==> config.mk <==
export PLATFORM = sky130hd
export DESIGN_NAME = imem_boot_ctrl
export DESIGN_NICKNAME = d
export VERILOG_FILES = /design/src/rtl/boot_pkg.sv /design/src/rtl/boot_byte_serializer.sv /design/src/rtl/imem_boot_ctrl.sv
export SDC_FILE = /design/constraint.sdc
export NUM_CORES = 1
export LEC_CHECK = 0
export ABC_AREA = 0
export BUFFER_PORTS_ARGS = -buffer_cell sky130_fd_sc_hd__buf_2
export CORE_UTILIZATION = 60
export CTS_CLUSTER_SIZE = 28
export DETAILED_ROUTE_END_ITERATION = 8
export PLACE_DENSITY_LB_ADDON = 0.2
export SYNTH_ARGS = -nofsm -noshare
export SYNTH_HDL_FRONTEND = slang
export SYNTH_SLANG_ARGS = --single-unit
==> constraint.sdc <==
create_clock -name clk -period 5.2 [get_ports clk]
set_input_delay 1.04 -clock clk [delete_from_list [all_inputs] [get_ports clk]]
set_output_delay 1.04 -clock clk [all_outputs]
set_load 0.1 [all_outputs]
==> src/rtl/boot_pkg.sv <==
// Shared types for the IMEM boot/run sequencer.
// State encoding and word geometry.
package boot_pkg;

  typedef enum logic [2:0] {
    CLEAR,
    LOAD,
    WRITE,
    RUN,
    DONE
  } boot_state_t;

  localparam int BYTES_PER_WORD = 4;

endpackage

==> src/rtl/boot_byte_serializer.sv <==
// Splits a 32-bit word into four little-endian byte writes.
// last_byte flags the fourth byte; byte_out idles at zero.
module boot_byte_serializer
  import boot_pkg::*;
(
  input  logic        clk,
  input  logic        rst,
  input  logic        clr,
  input  logic        load,
  input  logic [31:0] word,
  output logic [7:0]  byte_out,
  output logic        last_byte
);

  localparam logic [1:0] IDX_PRELAST = 2'(BYTES_PER_WORD - 2);

  logic [23:0] rest;
  logic [1:0]  idx;
  logic        act;

  // Shift out one byte per cycle, LSB first, after a load
  always_ff @(posedge clk or posedge rst) begin
    if (rst) begin
      rest      <= '0;
      idx       <= '0;
      act       <= 1'b0;
      byte_out  <= '0;
      last_byte <= 1'b0;
    end else if (clr) begin
      rest      <= '0;
      idx       <= '0;
      act       <= 1'b0;
      byte_out  <= '0;
      last_byte <= 1'b0;
    end else if (load) begin
      rest      <= word[31:8];
      idx       <= '0;
      act       <= 1'b1;
      byte_out  <= word[7:0];
      last_byte <= 1'b0;
    end else if (act) begin
      if (last_byte) begin
        act       <= 1'b0;
        last_byte <= 1'b0;
        byte_out  <= '0;
      end else begin
        byte_out  <= rest[7:0];
        rest      <= {8'h00, rest[23:8]};
        idx       <= idx + 1'b1;
        last_byte <= (idx == IDX_PRELAST);
      end
    end
  end

endmodule

==> src/rtl/imem_boot_ctrl.sv <==
// Boot/run sequencer: clears IMEM, loads a program, runs the core
// for a set number of cycles, then freezes it for inspection.
module imem_boot_ctrl
  import boot_pkg::*;
#(
  parameter int IMEM_BYTES = 256,
  parameter int ADDR_W     = 8,
  parameter int CYC_W      = 16
) (
  input  logic              clk,
  input  logic              reset,
  input  logic              reload,
  input  logic              s_valid,
  input  logic [31:0]       s_data,
  input  logic              s_last,
  output logic              s_ready,
  input  logic [CYC_W-1:0]  run_cycles,
  output logic              imem_we,
  output logic [ADDR_W-1:0] imem_addr,
  output logic [7:0]        imem_wdata,
  output logic              core_reset,
  output logic              core_en,
  output logic              loading,
  output logic              done,
  output logic [ADDR_W-2:0] word_count,
  output logic              overflow_err
);

  localparam int WORDS = IMEM_BYTES / BYTES_PER_WORD;
  localparam logic [ADDR_W-2:0] WC_FULL = (ADDR_W-1)'(WORDS);
  localparam logic [ADDR_W-1:0] ADDR_LAST = ADDR_W'(IMEM_BYTES - 1);

  boot_state_t       state_q, state_d;
  logic              s_ready_d, we_d, accept;
  logic [ADDR_W-1:0] addr_d;
  logic [ADDR_W-2:0] wc_d;
  logic              err_d, ovf_q, ovf_d, last_q, last_d;
  logic [CYC_W-1:0]  lim_q, lim_d, cyc_q, cyc_d;
  logic              core_reset_d, core_en_d, loading_d, done_d;
  logic              ser_last;

  boot_byte_serializer u_ser (
    .clk       (clk),
    .rst       (reset),
    .clr       (reload),
    .load      (accept),
    .word      (s_data),
    .byte_out  (imem_wdata),
    .last_byte (ser_last)
  );

  // Next-state and next-output decode; reload overrides everything
  always_comb begin
    state_d   = state_q;
    s_ready_d = s_ready;
    we_d      = imem_we;
    addr_d    = imem_addr;
    wc_d      = word_count;
    err_d     = overflow_err;
    ovf_d     = ovf_q;
    last_d    = last_q;
    lim_d     = lim_q;
    cyc_d     = cyc_q;
    accept    = 1'b0;
    if (reload) begin
      state_d   = CLEAR;
      s_ready_d = 1'b0;
      we_d      = 1'b0;
      addr_d    = '0;
      wc_d      = '0;
      err_d     = 1'b0;
      ovf_d     = 1'b0;
      last_d    = 1'b0;
      cyc_d     = '0;
    end else begin
      unique case (state_q)
        CLEAR: begin
          if (!imem_we) begin
            we_d   = 1'b1;
            addr_d = '0;
          end else if (imem_addr == ADDR_LAST) begin
            state_d   = LOAD;
            we_d      = 1'b0;
            s_ready_d = 1'b1;
          end else begin
            addr_d = imem_addr + 1'b1;
          end
        end
        LOAD: begin
          if (s_valid && s_ready) begin
            accept    = 1'b1;
            state_d   = WRITE;
            s_ready_d = 1'b0;
            last_d    = s_last;
            ovf_d     = (word_count == WC_FULL);
            we_d      = (word_count != WC_FULL);
            addr_d    = {word_count[ADDR_W-3:0], 2'b00};
            if (word_count == WC_FULL) err_d = 1'b1;
          end
        end
        WRITE: begin
          if (!ser_last) begin
            addr_d = imem_addr + 1'b1;
          end else begin
            we_d = 1'b0;
            if (!ovf_q) wc_d = word_count + 1'b1;
            if (last_q) begin
              state_d = RUN;
              lim_d   = run_cycles;
              cyc_d   = '0;
            end else begin
              state_d   = LOAD;
              s_ready_d = 1'b1;
            end
          end
        end
        RUN: begin
          cyc_d = cyc_q + 1'b1;
          if (lim_q != '0 && cyc_d == lim_q) state_d = DONE;
        end
        DONE: begin
          state_d = DONE;
        end
        default: begin
          state_d = CLEAR;
        end
      endcase
    end
    core_reset_d = (state_d inside {CLEAR, LOAD, WRITE});
    loading_d    = core_reset_d;
    core_en_d    = (state_d == RUN);
    done_d       = (state_d == DONE);
  end

  // State, counters and registered outputs
  always_ff @(posedge clk or posedge reset) begin
    if (reset) begin
      state_q      <= CLEAR;
      s_ready      <= 1'b0;
      imem_we      <= 1'b0;
      imem_addr    <= '0;
      word_count   <= '0;
      overflow_err <= 1'b0;
      ovf_q        <= 1'b0;
      last_q       <= 1'b0;
      lim_q        <= '0;
      cyc_q        <= '0;
      core_reset   <= 1'b1;
      core_en      <= 1'b0;
      loading      <= 1'b1;
      done         <= 1'b0;
    end else begin
      state_q      <= state_d;
      s_ready      <= s_ready_d;
      imem_we      <= we_d;
      imem_addr    <= addr_d;
      word_count   <= wc_d;
      overflow_err <= err_d;
      ovf_q        <= ovf_d;
      last_q       <= last_d;
      lim_q        <= lim_d;
      cyc_q        <= cyc_d;
      core_reset   <= core_reset_d;
      core_en      <= core_en_d;
      loading      <= loading_d;
      done         <= done_d;
    end
  end

endmodule
==> impl_results.md <==
- Status: completed
- Detailed Routing Iterations Pass 1: 5
- CTS clock-pin slew for the worst setup and hold paths: 0.10 ns
- CP Launch Type: flip-flop
- Post-synth EDFFs: 0
- Die Ht: roughly 95 um
- Total routed wirelength: 12.19 mm
- Hold Fails Final Rpt: 0
- FF+latch area: 2354 um^2
- Post-synth ARST share: between 90% and 100%
- Cell chain of the critical path: nand2b_1, nor2_1, nand3_2, a311oi_1
- YS warnings: 0
- CTS sink cnt: 94
- Fmax: between 300 and 400 MHz
- Row count: 33
- Max Cap Violations: 0
- Clk_lat worst skew: approximately 0.37 ns
- Crit Path Category: reg -> reg
- Setup Fix Bufs, Post-CTS: 0
- Crit path DAT: a little under 3 ns
- Post_cts resized: 0
- CP Capture Type: flip-flop
- CTS Buf Count: 9
- Slew Viols, Final: 0
- Htree depth: 3
- Ant diodes: 0
- Pwr dens: between 200 and 250 nW/um^2
- Yosys reg bits: 94
- GP Congestion: approximately 0.9
- R2R depth: 4
- TNS Setup: 0 ns
- Non-Filler Instances: between 700 and 800
- DP HPWL: just over 8 mm
- Effective utilization at floorplan: 62.58%
- DR WL/cell: about 17 um
- Commonest cells after routing, fill and taps aside: dfrtp_1 (93), buf_2 (82), nand2_1 (79)
- First-pass GRT wire length: ~19 mm
- Worst hold slack: about 0.5 ns
- Via count: 4526
- Hold path cells: 1
- Vias in the first global route: about 4200
- Port Buffers: about 80
- Worst Path Max Fanout: 51
- Peak supply drop: 0.1418 mV
- Synth top area share: 45.04%
- Largest net degree at the start of global routing: 52
- Post-synthesis sequential area ratio: between 40 and 50%
- Core area: a little over 8000 um^2
- Multi-input gate area: about 2600 um^2
- Nets: between 600 and 700
- Largest cells by area after synthesis: dfrtp_1 (45%), nand2_1 (5.7%), nor2_1 (4.4%), a311oi_1 (4.1%), mux2_2 (3.5%)
- Reg2reg start: state_q[0]$_DFF_PP0_
- DR iter-0 viols: 246
- Max incr delay on CP: between 0.8 and 0.9 ns
- # hold bufs at CTS: 0
- ANT nets after route: 0
- Post-synthesis cell type count: 61
- HP Class: reg -> reg
- Gr ovfl total: 0
- Vias per cell: 6.149
- Root buf cell: clkbuf_8
- Most used DFF post-synth: dfrtp_1
- R2R Setup Slk: ~2.5 ns
- Final setup violation count: 0
- Min cycle time layout: around 2.7 ns
- Worst slew margin: 36.02%
- CP required: about 5.5 ns
- Final period util: approximately 52%
- I/O Pins: 83
- Initial antenna violation count: 0
- Slowest CP cell: nand3_2
- WL met3: a little under 700 um
- RSZ-0062 raised after global routing: false
- Mapped Cells: between 500 and 600
- Max Root-Sink Buffers: 2
- Post-Route M1 WL: ~5.5 mm
- Worst Hold Launch: cyc_q[15]$_DFFE_PP0P_
- CTS tree: built
- P&R area growth vs syn: 11.28%
- Filler Cells Inserted: 650
- DRC: 0
- Commonest non-fill, non-tap cell in the layout: dfrtp_1
- Leak: around 2.7 nW
- GRT Util Overall: roughly 28%
- Met2 wire len: approximately 5.8 mm
- Die area: about 9000 um^2
- Avg Cell Area, Syn: about 9.1 um^2
- Total placed cells including tap cells: 720
- Skew final: approximately 0.011 ns
- Synth Net Count: 628
- Die width: 94.81 um
- Worst reg2reg endpoint: u_ser.rest[8]$_DFFE_PP0P_
- Layout cell share with drive strength beyond 1: between 20% and 30%
- Slew of the pin with the lowest slew margin: between 0.9 and 1 ns
- Highest Signal Layer: met4
- Syn Std Cell Area: between 5000 and 6000 um^2
- Area leader, netlist: dfrtp_1
- Worst Hold Path EP: cyc_q[15]$_DFFE_PP0P_
==> synth_stat cells (2+ instances only) <==
master	instances
nand2b_1	3
a21oi_1	28
xnor2_1	15
nand4_1	8
a31oi_1	4
or3_1	3
nand3b_1	2
inv_1	11
mux2i_1	3
clkbuf_1	32
and3_1	5
nand3_1	27
o22ai_1	2
nor2b_1	11
o31ai_1	13
o2111ai_1	3
o21a_1	2
o21bai_1	2
dfrtp_1	93
o211a_1	2
and4_1	3
mux2_2	16
xor2_1	11
o22a_1	2
ha_1	5
o21ai_0	32
nand2_1	79
a21o_1	4
nor2_1	60
buf_4	4
nor3_1	14
nor4_1	13
a311oi_1	24
buf_2	5
a2bb2oi_1	3
==> stage by stage <==
stage	total power [mW]	setup slack (ns)	instance area (um^2)	utilization [%]
6_report	1.247	2.496	5751	69.64
5_1_grt	1.291	2.223	5751	69.64
4_1_cts	1.256	2.550	5744	69.56
3_5_place_dp	0.8164	2.199	5570	67.45
3_3_place_gp	0.8155	2.246	5570	67.45
2_1_floorplan	0.7853	1.713	5167	-
==> how the worst max path moves through the flow <==
stage / startpoint / end / slack (ns) / cells after the start
floorplan: reset / core_en$_DFF_PP0_ / 1.71 / 1
global placement: reload / lim_q[13]$_DFFE_PP0P_ / 2.25 / 4
detailed placement: reload / lim_q[4]$_DFFE_PP0P_ / 2.20 / 4
CTS: state_q[0]$_DFF_PP0_ / u_ser.rest[15]$_DFFE_PP0P_ / 2.55 / 4
global route: state_q[0]$_DFF_PP0_ / u_ser.rest[15]$_DFFE_PP0P_ / 2.22 / 5
finish: state_q[0]$_DFF_PP0_ / u_ser.rest[8]$_DFFE_PP0P_ / 2.50 / 4
==> area by class of cell <==
type,instances,share of cell area (%)
Clock inverter,6,0.8050
Inverter,11,0.7398
Multi-Input combinational cell,424,45.37
Sequential cell,94,40.93
Timing Repair Buffer,86,7.659
Tap cell,105,2.285
Clock buffer,10,2.219
==> report_power, final <==
| part | leakage [nW] | switching, mW | total [mW] | internal (mW) |
|---|---|---|---|---|
| sequential | 1.31 | 0.00274 | 0.735 | 0.732 |
| clock | 0.0833 | 0.269 | 0.446 | 0.177 |
| combinational | 1.28 | 0.0471 | 0.0666 | 0.0195 |
==> registers in the layout, indices dropped and copies added, names as in the netlist, 2 cells and up <==
register and cells:
u_ser.rest 24, u_ser.byte_out 8, word_count 7, state_q 3
cyc_q 16, lim_q 16, u_ser.idx 2, imem_addr 8
==> per-layer routing <==
metal / track usage, % / vias up
met2: 43.76 / 154
met3: 3.784 / 16
met1: 37.95 / 2193
met4: 11.87 / 0
met5: 0 / -
li1: - / 2163
==> worst max-delay path: cells and delay by family (launching register included) <==
kind / cells / cell delay (ns)
DFF: 1 / 0.59
and+or+nand+nor: 3 / 1.49
AOI/OAI and AO/OA: 1 / 0.53
==> logic make-up (layout without fill, tap and decap cells) <==
kind of cell | after synthesis | after routing | synth area share, %
simple gates | 243 | 243 | 23.37
compound gates | 131 | 131 | 17.22
flops | 94 | 94 | 45.54
buf+inv | 52 | 113 | 4.189
xor+xnor | 26 | 26 | 4.407
mux | 19 | 19 | 4.068
fa+ha+maj | 5 | 5 | 1.211
Note: power is estimated with default switching activity, not from simulation.
